## src/rtl/regfile_pkg.sv

```systemverilog
// Shared defaults, requester indices and the saturating-counter helper for the
// register-file writeback arbiter.
package regfile_pkg;

  localparam int unsigned REG_WIDTH_DEF      = 8;
  localparam int unsigned REG_FILE_DEPTH_DEF = 8;
  localparam int unsigned REG_DIR_WIDTH_DEF  = 3;

  localparam logic REQ_ALU = 1'b0;
  localparam logic REQ_MEM = 1'b1;

  localparam logic [7:0] CONFLICT_MAX = 8'hFF;

  function automatic logic [7:0] sat_inc(input logic [7:0] value);
    return (value == CONFLICT_MAX) ? value : value + 8'd1;
  endfunction

endpackage

```

## src/rtl/rr_arb2.sv

```systemverilog
// Two-way round-robin arbiter; rr_ptr names the requester preferred on the next
// contended cycle and flips only when both requesters are valid and granted.
module rr_arb2
  import regfile_pkg::*;
(
  input  logic       clk,
  input  logic       rst,
  input  logic       hold,
  input  logic [1:0] valid,
  output logic [1:0] grant
);

  logic rr_ptr_q, rr_ptr_d;

  always_comb begin
    grant    = 2'b00;
    rr_ptr_d = rr_ptr_q;
    if (!hold) begin
      if (&valid) begin
        grant    = (rr_ptr_q == REQ_ALU) ? 2'b01 : 2'b10;
        rr_ptr_d = ~rr_ptr_q;
      end else begin
        grant = valid;
      end
    end
  end

  always_ff @(posedge clk or posedge rst) begin
    if (rst) begin
      rr_ptr_q <= REQ_ALU;
    end else begin
      rr_ptr_q <= rr_ptr_d;
    end
  end

endmodule

```

## src/rtl/regfile_wb_arbiter.sv

```systemverilog
// Shares the register file write port between ALU (req0) and load (req1) writeback.
// Optional macro REGFILE_BYPASS_EN forwards the in-flight write onto the read ports.
module regfile_wb_arbiter
  import regfile_pkg::*;
#(
  parameter int unsigned REG_WIDTH      = REG_WIDTH_DEF,
  parameter int unsigned REG_FILE_DEPTH = REG_FILE_DEPTH_DEF,
  parameter int unsigned REG_DIR_WIDTH  = $clog2(REG_FILE_DEPTH)
) (
  input  logic                     clk,
  input  logic                     rst,
  input  logic                     hold,
  input  logic                     req0_valid,
  input  logic [REG_DIR_WIDTH-1:0] req0_dir,
  input  logic [REG_WIDTH-1:0]     req0_data,
  output logic                     req0_ready,
  input  logic                     req1_valid,
  input  logic [REG_DIR_WIDTH-1:0] req1_dir,
  input  logic [REG_WIDTH-1:0]     req1_data,
  output logic                     req1_ready,
  output logic                     RegWrite,
  output logic [REG_DIR_WIDTH-1:0] writer,
  output logic [REG_WIDTH-1:0]     writedata,
  input  logic [REG_DIR_WIDTH-1:0] readr1,
  input  logic [REG_DIR_WIDTH-1:0] readr2,
  input  logic [REG_WIDTH-1:0]     rf_readd1,
  input  logic [REG_WIDTH-1:0]     rf_readd2,
  output logic [REG_WIDTH-1:0]     readd1,
  output logic [REG_WIDTH-1:0]     readd2,
  output logic [7:0]               conflicts
);

  logic [1:0]               valid, grant;
  logic [REG_DIR_WIDTH-1:0] sel_dir;
  logic [REG_WIDTH-1:0]     sel_data;
  logic                     wr_en_d;

  logic                     reg_write_q;
  logic [REG_DIR_WIDTH-1:0] writer_q;
  logic [REG_WIDTH-1:0]     writedata_q;
  logic [7:0]               conflicts_q;

  assign valid = {req1_valid, req0_valid};

  rr_arb2 u_arb (
    .clk   (clk),
    .rst   (rst),
    .hold  (hold),
    .valid (valid),
    .grant (grant)
  );

  assign req0_ready = grant[REQ_ALU];
  assign req1_ready = grant[REQ_MEM];

  always_comb begin
    sel_dir  = req0_dir;
    sel_data = req0_data;
    if (grant[REQ_MEM]) begin
      sel_dir  = req1_dir;
      sel_data = req1_data;
    end
    // r0 is hardwired zero: the handshake completes but nothing is written.
    wr_en_d = (|grant) && (sel_dir != '0);
  end

  always_ff @(posedge clk or posedge rst) begin
    if (rst) begin
      reg_write_q <= 1'b0;
      writer_q    <= '0;
      writedata_q <= '0;
      conflicts_q <= '0;
    end else begin
      reg_write_q <= wr_en_d;
      if (wr_en_d) begin
        writer_q    <= sel_dir;
        writedata_q <= sel_data;
      end
      if ((&valid) && !hold) begin
        conflicts_q <= sat_inc(conflicts_q);
      end
    end
  end

  assign RegWrite  = reg_write_q;
  assign writer    = writer_q;
  assign writedata = writedata_q;
  assign conflicts = conflicts_q;

`ifdef REGFILE_BYPASS_EN
  always_comb begin
    readd1 = rf_readd1;
    readd2 = rf_readd2;
    if (reg_write_q && (readr1 == writer_q) && (readr1 != '0)) readd1 = writedata_q;
    if (reg_write_q && (readr2 == writer_q) && (readr2 != '0)) readd2 = writedata_q;
  end
`else
  logic unused_read_addr;
  assign unused_read_addr = ^{readr1, readr2};
  assign readd1 = rf_readd1;
  assign readd2 = rf_readd2;
`endif

endmodule
```

## config.mk

```make
export PLATFORM = sky130hd
export DESIGN_NAME = regfile_wb_arbiter
export DESIGN_NICKNAME = d
export VERILOG_FILES = /design/src/rtl/regfile_pkg.sv /design/src/rtl/rr_arb2.sv /design/src/rtl/regfile_wb_arbiter.sv
export SDC_FILE = /design/constraint.sdc
export NUM_CORES = 1
export LEC_CHECK = 0
export BUFFER_PORTS_ARGS = -buffer_cell sky130_fd_sc_hd__buf_2
export CAP_MARGIN = 20
export CORE_MARGIN = 1
export CORE_UTILIZATION = 40
export CTS_CLUSTER_DIAMETER = 80
export DETAILED_ROUTE_END_ITERATION = 8
export GPL_ROUTABILITY_DRIVEN = 1
export PLACE_DENSITY = 0.79
export SYNTH_ARGS = -nofsm -noshare
export SYNTH_HDL_FRONTEND = slang
export SYNTH_SLANG_ARGS = --single-unit
```

## constraint.sdc

```tcl
create_clock -name clk -period 1.8 [get_ports clk]
set_clock_uncertainty 0.05 [all_clocks]
set_input_delay 0.09 -clock clk [delete_from_list [all_inputs] [get_ports clk]]
set_output_delay 0.09 -clock clk [all_outputs]
set_load 0.01 [all_outputs]
```

Word-level counts from Yosys, hierarchy flattened
Cells that the tools add are included.

Logic and storage cells: 23. Bits in registers: 21. Output and inout port bits: 38.

Bitwise operators: 3. Add/subtract/negate cells: 1. Equal/unequal tests: 1. Reduce and logical (&&, ||, !) cells: 8. Mux-type cells: 5.

Operators by type and width (count): $add 8x1->8 const B (1); $eq 8x8->1 const B (1); $mux 8 (1); $mux 2 (3); $reduce_and 2->1 (2); $mux 3 (1); $not 1->1 (3); $reduce_and 3->1 (1); $reduce_bool 3->1 (1); $logic_and 1x1->1 (2); $reduce_or 2->1 (1); $logic_not 1->1 (1).

Longest topological paths before layout
Gate-level depths: netlist (run 1).

Word-level depth: 6. Mapped depth: 6.

By module
Synthesis (run 1) repeated with hierarchy kept, for this count alone.

Cells, all modules: 110. Area total of the unflattened synthesis: 1239.9 um^2.

Modules (own cells, without submodules): regfile_wb_arbiter (sequential area each 500.5 um^2, area each 1164.9 um^2, cells an instance 102, times used 1); rr_arb2 (sequential area each 25.0 um^2, area each 75.1 um^2, cells an instance 8, times used 1).

Least setup slack after synthesis (run 1)
OpenSTA, ideal clock, no wires.

Path type: flip-flop to flip-flop. Start: register conflicts_q[0], in the netlist conflicts[0]. End: register conflicts_q[7], in the netlist conflicts[7]. Period minus slack after synthesis: 1.604 ns. Cell stages (with the launch flop): 6. Setup slack: 0.196 ns. Buffers on the path: 0. Arrival: 1.429 ns. Cells stage by stage: dfrtp_1 > ha_1 > and3_1 > a211oi_1 > nand4_1 > xnor2_1.

Cells in the longest elaborated chain, start to end: 3. Elaborated cells between the ends (all ways): 4.

Ends and longest elaborated chain: from (decl) (line regfile_wb_arbiter.sv:41) `logic [7:0] conflicts_q;`; from (signal assigned) (line regfile_wb_arbiter.sv:80) `conflicts_q <= sat_inc(conflicts_q);`; parallel branches: the longest is 3 deep, another holds $add 8x1->8.

Several ways; the timed one is not identified. A chain may end at the register's enable or synchronous reset.

Worst setup path in the final report (run 1)
Start: register u_arb.rr_ptr_q. End: register writedata_q[2], in the netlist writedata[2].

Cells in the longest elaborated chain, start to end: 6. Elaborated cells between the ends (all ways): 8.

Ends and longest elaborated chain: from (decl) (line rr_arb2.sv:13) `logic rr_ptr_q, rr_ptr_d;`; from (signal assigned) (line rr_arb2.sv:32) `rr_ptr_q <= rr_ptr_d;`; $mux 2 * (line rr_arb2.sv:20) `grant = (rr_ptr_q == REQ_ALU) ? 2'b01 : 2'b10;`; $mux 2 * (line rr_arb2.sv:19) `if (&valid) begin`; $mux 2 * (line rr_arb2.sv:18) `if (!hold) begin`; $mux 3 (line regfile_wb_arbiter.sv:59) `if (grant[REQ_MEM]) begin`; $reduce_bool 3->1 (line regfile_wb_arbiter.sv:64) `wr_en_d = (|grant) && (sel_dir != '0);`; $logic_and 1x1->1 (line regfile_wb_arbiter.sv:64); to (signal assigned) (line regfile_wb_arbiter.sv:77) `writedata_q <= sel_data;`; to (decl) (line regfile_wb_arbiter.sv:40) `logic [REG_WIDTH-1:0] writedata_q;`.

Mark *: on every way between the ends. The rest lies on a longest branch, timed or not.

==> results.cfg, run 1 <==
[status]
outcome = complete, but fails checks
failed_checks = DRC

[worst_setup_path]
crit_path_start = u_arb.rr_ptr_q$_DFFE_PP0P_
rr_worst_depth = 5
setup.worst_path.class = reg -> reg
path_max_fanout = 11
critPathLaunchType = flop
worstPathArrival_ns = 1.81
cp.required_ns = 1.94
critical_path_end_type = flop
endpoint = writedata[2]$_DFFE_PP0P_
r2r-end = writedata[2]$_DFFE_PP0P_
worst_reg2reg_path_startpoint = u_arb.rr_ptr_q$_DFFE_PP0P_
r2r_setup_slack_ns = 0.13

[detailed_routing]
wire_per_inst_um = 13.0
post_detailed_route_via_to_cell_ratio = 5.19
vias = 867
detail_route.drc_violations = 9
first_pass_iters = 7
wirelength_um = 2180
number_of_routed_nets_with_antenna_violations = 0
detail_route.iter0.violations = 25

[cells_and_area]
antenna-diode-count = 0
fill_cells = 247
nets = 187
post_route_utilization_pct = 50.5
final-instance-count-excl-fill = 167
post-route-cell-area_um2 = 1430
area_growth_syn_to_layout_pct = 16.5
drive_gt1_share_pct = 57.4

[floorplanning]
die_height_um = 57.3
io_pins = 87
dieWidth_um = 57.3
floorplan.initialDensity_pct = 43.3
die_area_um2 = 3290
num_rows = 19
design.core.area_um2 = 2830

[cts]
clkLatencyLatePin_ns = 0.29
cts-root-buf = clkbuf_4
max-clock-path-buffers = 2
tritoncts_num_sinks = 21
clkSlewWorstSetupHoldPaths_ns = 0.11
number_of_buffers_added_by_the_clock_tree_synthesis_step = 3
postCtsSetupBuffers = 0
tritoncts = done
htree_num_levels = 1

[power]
power.density_nw_per_um2 = 1120
vdd_drop_max_uv = 647
clock_power_share_pct = 13.5
p_total_mw = 1.59
power.leakage_nw = 0.726
netSwitchingFraction_pct = 34.4
comb_power_share_pct = 39.3
intPower_mw = 1.04
sequentialPowerShare_pct = 47.2
power_switching_uw = 548

[synth]
netlist_area_um2 = 1220
synth_most_common_cell = dfrtp_1
synth_seq_cells = 21
top_cells_by_instance_count_after_synthesis = 21 x dfrtp_1, 17 x buf_4, 10 x mux2_2
synth_top_cells_by_area = dfrtp_1 43%, buf_4 10%, mux2_2 9.2%
syn-mean-instance-area_um2 = 12.2
synthesis.yosys.warnings = 0
synth-seq-area-share_pct = 42.9
synth_cell_type_count = 30
post_synth_inst_count = 100
postSynth.topFlopCell = dfrtp_1
synth_async_sr_flop_share_pct = 100
netlist.area_leader.share_pct = 42.9
number_of_synthesized_flops_with_an_enable_pin = 0
synth.net_count = 150
post-synth-top-area-cell = dfrtp_1

[hold_path]
timing.hold.worst.start = hold
worstHoldPathType = in -> reg

[sta]
postLayoutSetupSlackWorst_ns = 0.132
relSlewSlack_pct = 49.5
finalSetupViolations = 0
final_period_minus_worst_setup_slack_ns = 1.67
fin_worst_hold_slack_ns = 0.0479
maxClockFrequency_mhz = 599
period_share_pct = 92.7
setup_total_negative_slack_ns = 0
rsz0062_at_grt = false
final-max-slew-violation-count = 0
timing.final.hold_violations = 0
max_slew.worst_pin.slew_ns = 0.756

[global_routing]
grt_pass1_wl_um = 3750
grt.overflow.total = 0
largest_net_degree_at_the_start_of_global_routing = 22
grt_util_all_layers_pct = 14.9
grt_pass1_vias = 857
grt_antenna_before_repair = 0

[placement]
dp.cells = 162
placed_cell_area_um2 = 1390
placer_congestion = 0.761
place_hpwl_um = 1690
port-buffer-count = 48
pre_cts_slack_ns = 0.121

[job]
maxCapViolations = 0
==> worst max-delay path, cell delays in order (launching register included) <==
cell      delay [ns]
dfrtp_1         0.45
nand2b_4        0.20
a32oi_2         0.26
a31oi_2         0.14
buf_12          0.17
mux2_4          0.29
==> worst min-delay path by stage <==
| stage | end | slack (ns) | depth (start not counted) |
|---|---|---|---|
| 2_1_floorplan | RegWrite$_DFF_PP0_ | 0.02 | 1 |
| 3_3_place_gp | readd1[0] | 0.13 | 0 |
| 3_5_place_dp | readd1[0] | 0.13 | 0 |
| 4_1_cts | writer[0]$_DFFE_PP0P_ | 0.02 | 2 |
| 5_1_grt | writer[0]$_DFFE_PP0P_ | 0.01 | 2 |
| 6_report | writer[1]$_DFFE_PP0P_ | 0.05 | 2 |
==> cells by family after synthesis <==
logic type / synth area share [%]
adder cells (fa/ha/maj): 1.02
XOR/XNOR: 5.72
buffers and inverters: 13.2
AND/OR/NAND/NOR: 8.79
flip-flops: 42.9
AO/OA/AOI/OAI: 10.6
multiplexers: 17.8
==> power groups by stage <==
stage | logic (mW) | clock network [mW] | registers [mW]
after floorplan | 0.367 | 0 | 0.815
after global placement | 0.611 | 0 | 0.749
after detailed placement | 0.629 | 0 | 0.760
after CTS | 0.633 | 0.230 | 0.752
after global routing | 0.698 | 0.257 | 0.780
final | 0.626 | 0.215 | 0.751
==> per-layer routing <==
layer	vias to the layer above	wire length (um)	part of all wire, %	global-route usage, %
met5	-	0	0	0
met4	0	28	1.3	3.14
met3	8	204	9.4	5.44
met2	41	1040	48	27.6
met1	413	901	41	16.0
li1	405	-	-	-
==> what timing repair did <==
| item | 4_1_cts | 5_1_grt |
|---|---|---|
| resized for setup | 0 | 1 |
| setup endpoints to repair | 0 | 2 |
| hold buffers | 1 | 0 |
| hold endpoints to repair | 21 | 0 |
==> placed cells by master, fill, tap and decap left out, drive strengths merged, types with 2 or more instances in the layout <==
cell type / synthesis / routed
o22ai: 3 / 3
inv: 6 / 6
xnor2: 6 / 6
nand2: 5 / 5
and3: 2 / 2
a32oi: 3 / 3
clkbuf: 0 / 3
nand3b: 2 / 2
xor2: 2 / 2
dfrtp: 21 / 21
buf: 18 / 49
mux2: 17 / 17
==> flip-flops by register name (all words and copies together), names as in the netlist <==
signal and cells:
writer 3, conflicts 8, u_arb.rr_ptr_q 1, RegWrite 1, writedata 8
==> final cells by class <==
cell class	count	area (um2)	share of cell area (%)
timing repair buffer	50	270	18.9
multi-input combinational	55	543	38.0
tap	31	38.8	2.72
clock buffer	3	22.5	1.58
inverter	6	22.5	1.58
sequential	21	526	36.8
clock inverter	1	5.00	0.351
Power figures use the tool's default switching activity.
==> inputs of run 2 (changes only) <==
Settings changed: REMOVE_ABC_BUFFERS from default to 1.
==> run 2 against run 1 <==
Effect of this change: the flow still finishes with violations (DRC); sequential power increased by 0.9%; sequential share of layout area barely moved; first-iteration DRC count grew to 2.5 times the previous value; via count is 1.0% higher; non-clock buffer count did not move; power rose by 1.1%; global-route usage increased by 2.4 points; maximum frequency fell by 0.15%; combinational power increased by 1%; register-to-register slack is essentially flat; flip-flop and latch count unchanged; largest cell class unchanged.
==> results.cfg, run 2 (synthesis gave the netlist of run 1 again) <==
[cts]
max-clock-path-buffers = 2
tritoncts = done
cts-root-buf = clkbuf_4
clkLatencyLatePin_ns = 0.29
postCtsSetupBuffers = 0
clkSlewWorstSetupHoldPaths_ns = 0.11
htree_num_levels = 1
tritoncts_num_sinks = 21
number_of_buffers_added_by_the_clock_tree_synthesis_step = 3

[status]
outcome = complete, but fails checks
failed_checks = DRC

[cells_and_area]
post_route_utilization_pct = 50.4
final-instance-count-excl-fill = 167
most-common-layout-cells = 48 x buf_2, 21 x dfrtp_1, 10 x mux2_2
area_growth_syn_to_layout_pct = 16.4
final_common_cell = buf_2
drive_gt1_share_pct = 56.6
multi_input_area_um2 = 543
fill_cells = 243
antenna-diode-count = 0
post-route-cell-area_um2 = 1430
area.sequential_um2 = 526
nets = 187

[global_routing]
grt_pass1_wl_um = 4130
largest_net_degree_at_the_start_of_global_routing = 22
grt.overflow.total = 0
grt_util_all_layers_pct = 17.3
grt_antenna_before_repair = 0
grt_pass1_vias = 874

[sta]
max_slew.worst_pin.slew_ns = 0.780
rsz0062_at_grt = false
finalSetupViolations = 0
timing.final.hold_violations = 0
setup_total_negative_slack_ns = 0
fin_worst_hold_slack_ns = 0.0487
final-max-slew-violation-count = 0
maxClockFrequency_mhz = 598
period_share_pct = 92.8
final_period_minus_worst_setup_slack_ns = 1.67
relSlewSlack_pct = 48.0

[detailed_routing]
detail_route.iter0.violations = 63
number_of_routed_nets_with_antenna_violations = 0
vias = 876
post_detailed_route_via_to_cell_ratio = 5.25
wirelength_um = 2720
detail_route.drc_violations = 8
wire_per_inst_um = 16.3
first_pass_iters = 6

[hold_path]
worstHoldPathType = in -> reg

[worst_setup_path]
critPathLaunchType = flop
r2r-end = writedata[2]$_DFFE_PP0P_
r2r_setup_slack_ns = 0.13
cp.required_ns = 1.94
path_max_fanout = 11
worstPathArrival_ns = 1.81
rr_worst_depth = 5
crit_path_start = u_arb.rr_ptr_q$_DFFE_PP0P_
critical_path_end_type = flop
setup.worst_path.class = reg -> reg
endpoint = writedata[2]$_DFFE_PP0P_
worst_reg2reg_path_startpoint = u_arb.rr_ptr_q$_DFFE_PP0P_

[power]
intPower_mw = 1.05
comb_power_share_pct = 39.3
power.leakage_nw = 0.723
netSwitchingFraction_pct = 34.9
vdd_drop_max_uv = 344
power_switching_uw = 562
power.density_nw_per_um2 = 1130
sequentialPowerShare_pct = 47.1
clock_power_share_pct = 13.6

[floorplanning]
design.core.area_um2 = 2830
die_height_um = 57.3
dieWidth_um = 57.3
io_pins = 87
floorplan.initialDensity_pct = 43.3
num_rows = 19
die_area_um2 = 3290

[placement]
place_hpwl_um = 2130
dp.cells = 162
placer_congestion = 0.731
port-buffer-count = 48
placed_cell_area_um2 = 1390

[job]
maxCapViolations = 0
## run 2: layout make-up
type                            count  area share, %
Timing Repair Buffer               50           18.9
Clock buffer                        4           1.84
Tap cell                           31           2.72
Sequential cell                    21           36.8
Multi-Input combinational cell     55           38.1
Inverter                            6           1.58
## run 2: metal layers
layer  vias to the layer above  global-route usage [%]  share of wire (%)
met5                         -                    7.94                  0
met1                       411                    23.1                 43
met3                         2                    8.39                 12
met4                         0                    6.27               0.48
met2                        55                    23.4                 44
li1                        408                       -                  -
## run 2: timing repair
action | in CTS | in global routing
hold endpoints to repair | 21 | 0
hold buffers | 1 | 0
endpoints found under the setup margin | 0 | 2
resized for setup | 0 | 1
## run 2: worst min path at each step
| stage | start | to | depth (start not counted) |
|---|---|---|---|
| after floorplan | rst | RegWrite$_DFF_PP0_ | 1 |
| after global placement | rf_readd1[0] | readd1[0] | 0 |
| after detailed placement | rf_readd1[0] | readd1[0] | 0 |
| after CTS | hold | writer[2]$_DFFE_PP0P_ | 2 |
| after global routing | hold | writer[0]$_DFFE_PP0P_ | 2 |
| final | hold | writer[2]$_DFFE_PP0P_ | 2 |
## run 2: stage by stage
stage	power [mW]	worst slack (ns)
after floorplan	1.13	-0.00420
after global placement	1.37	0.172
after global routing	1.72	0.0500
final	1.61	0.129
after detailed placement	1.40	0.127
after CTS	1.62	0.113
## run 2: critical path: stages (launching register included)
cell	delay (ns)
dfrtp_1	0.45
nand2b_4	0.20
a32oi_2	0.26
a31oi_2	0.14
buf_12	0.17
mux2_4	0.30
## run 2: power by group through the flow
stage                     clock network, mW  registers [mW]  logic (mW)
final                                 0.219           0.758       0.633
after detailed placement                  0           0.767       0.633
after global placement                    0           0.751       0.617
after CTS                             0.225           0.760       0.637
after floorplan                           0           0.815       0.319
after global routing                  0.247           0.783       0.691
==> inputs of run 3 (changes only) <==
--- a/config.mk
+++ b/config.mk
@@ -9,9 +9,9 @@
 export CAP_MARGIN = 20
 export CORE_MARGIN = 1
-export CORE_UTILIZATION = 40
+export CORE_UTILIZATION = 44
 export CTS_CLUSTER_DIAMETER = 80
 export DETAILED_ROUTE_END_ITERATION = 8
 export GPL_ROUTABILITY_DRIVEN = 1
-export PLACE_DENSITY = 0.79
+export PLACE_DENSITY = 0.85
 export REMOVE_ABC_BUFFERS = 1
 export SYNTH_ARGS = -nofsm -noshare
==> constraint.sdc (replaced) <==
create_clock -name clk -period 2 [get_ports clk]
set_clock_uncertainty 0.05 [all_clocks]
set_input_delay 0.2 -clock clk [delete_from_list [all_inputs] [get_ports clk]]
set_output_delay 0.2 -clock clk [all_outputs]
set_load 0.01 [all_outputs]
==> run 3 against run 2 <==
Effect of this change: the flow now finishes without violations; via count is 0.23% higher; final cell count fell by 0.60%; first-iteration DRC count down 89%; clock power shrank 6%.
==> results.cfg, run 3 (synthesis gave the netlist of run 1 again) <==
[power]
power.density_nw_per_um2 = 1020
sequentialPowerShare_pct = 47.3
vdd_drop_max_uv = 755
power.leakage_nw = 0.719
intPower_uw = 935
netSwitchingFraction_pct = 35.2
power_switching_uw = 507
clock_power_share_pct = 14.2
comb_power_share_pct = 38.5

[detailed_routing]
vias = 878
wire_per_inst_um = 16.8
detail_route.iter0.violations = 7
wirelength_um = 2790
first_pass_iters = 4
post_detailed_route_via_to_cell_ratio = 5.29
detail_route.drc_violations = 0
number_of_routed_nets_with_antenna_violations = 0

[sta]
relSlewSlack_pct = 46.8
final_period_minus_worst_setup_slack_ns = 1.71
finalSetupViolations = 0
period_share_pct = 85.7
maxClockFrequency_mhz = 584
final-max-slew-violation-count = 0
timing.final.hold_violations = 0
max_slew.worst_pin.slew_ns = 0.798
rsz0062_at_grt = false
fin_worst_hold_slack_ns = 0.141
setup_total_negative_slack_ns = 0

[worst_setup_path]
critical_path_end_type = flop
r2r_setup_slack_ns = 0.29
cp.required_ns = 2.15
critPathLaunchType = flop
r2r-end = conflicts[7]$_DFFE_PP0P_
worstPathArrival_ns = 1.87
worst_reg2reg_path_startpoint = conflicts[0]$_DFFE_PP0P_
rr_worst_depth = 5
path_max_fanout = 4
setup.worst_path.class = reg -> reg

[job]
maxCapViolations = 0

[cts]
tritoncts_num_sinks = 21
cts-root-buf = clkbuf_4
clkSlewWorstSetupHoldPaths_ns = 0.12
postCtsSetupBuffers = 0
max-clock-path-buffers = 2
htree_num_levels = 1
tritoncts = done
clkLatencyLatePin_ns = 0.30
number_of_buffers_added_by_the_clock_tree_synthesis_step = 3

[placement]
placer_congestion = 0.785
placed_cell_area_um2 = 1370
dp.cells = 161
port-buffer-count = 48
place_hpwl_um = 2220

[floorplanning]
die_area_um2 = 3000
dieWidth_um = 54.8
die_height_um = 54.8
num_rows = 18
design.core.area_um2 = 2540
floorplan.initialDensity_pct = 48.1
io_pins = 87

[cells_and_area]
post_route_utilization_pct = 55.3
most-common-layout-cells = 48 x buf_2, 21 x dfrtp_1, 10 x mux2_2
area_growth_syn_to_layout_pct = 14.9
final-instance-count-excl-fill = 166
antenna-diode-count = 0
nets = 187
drive_gt1_share_pct = 55.9
post-route-cell-area_um2 = 1410
final_common_cell = buf_2

[status]
outcome = complete, no violations

[global_routing]
grt_pass1_wl_um = 4330
grt_pass1_vias = 885
grt_util_all_layers_pct = 21.7
grt_antenna_before_repair = 0
grt.overflow.total = 0
largest_net_degree_at_the_start_of_global_routing = 22

[hold_path]
min_delay_worst_endpoint = writer[2]$_DFFE_PP0P_
worstHoldPathType = in -> reg
worstHoldPathCells = 2
timing.hold.worst.start = hold
[run 3: cell counts in the layout (fill, tap and decap cells not counted)]
Identical to the previous run, type by type.
[run 3: power by group through the flow]
stage	registers (mW)	clock network (mW)	logic [mW]
after global routing	0.706	0.230	0.621
after global placement	0.676	0	0.540
after CTS	0.685	0.213	0.564
after floorplan	0.734	0	0.287
final	0.683	0.205	0.555
after detailed placement	0.693	0	0.560
[run 3: what timing repair did]
action	4_1_cts	5_1_grt
gates resized for setup	0	0
hold endpoints to repair	11	0
hold buffers	1	0
[run 3: routing by layer]
layer | part of all wire, % | vias up | wire length (um) | track usage (%)
met4 | 0.36 | 0 | 10 | 2.56
li1 | - | 406 | - | -
met1 | 41 | 432 | 1140 | 26.1
met3 | 9.5 | 2 | 266 | 12.8
met2 | 49 | 38 | 1370 | 33.3
met5 | 0 | - | 0 | 8.33
[run 3: worst max-delay path, cell delays in order, from the launching register on]
cell,delay [ns]
dfrtp_1,0.44
ha_1,0.22
and3_1,0.19
a211oi_1,0.41
nand4_1,0.17
xnor2_1,0.15
[run 3: worst max path at each step]
stage / slack (ns) / depth (start not counted) / end / start
3_3_place_gp: 0.36 / 5 / writedata[7]$_DFFE_PP0P_ / u_arb.rr_ptr_q$_DFFE_PP0P_
6_report: 0.29 / 5 / conflicts[7]$_DFFE_PP0P_ / conflicts[0]$_DFFE_PP0P_
5_1_grt: 0.11 / 5 / conflicts[7]$_DFFE_PP0P_ / conflicts[0]$_DFFE_PP0P_
2_1_floorplan: 0.20 / 4 / writedata[6]$_DFFE_PP0P_ / u_arb.rr_ptr_q$_DFFE_PP0P_
4_1_cts: 0.29 / 5 / writedata[6]$_DFFE_PP0P_ / u_arb.rr_ptr_q$_DFFE_PP0P_
3_5_place_dp: 0.30 / 5 / writedata[6]$_DFFE_PP0P_ / u_arb.rr_ptr_q$_DFFE_PP0P_
[run 3: stage by stage]
stage	setup WS, ns	total power [mW]
detailed placement	0.304	1.25
CTS	0.288	1.46
floorplan	0.196	1.02
global route	0.113	1.56
finish	0.286	1.44
global placement	0.359	1.22
[run 3: final cells by class]
cell class                 count  area [um2]
multi-input combinational     55         538
sequential                    21         526
clock buffer                   4        26.3
timing repair buffer          50         258
inverter                       6        22.5
tap                           30        37.5
fill                         242        1140
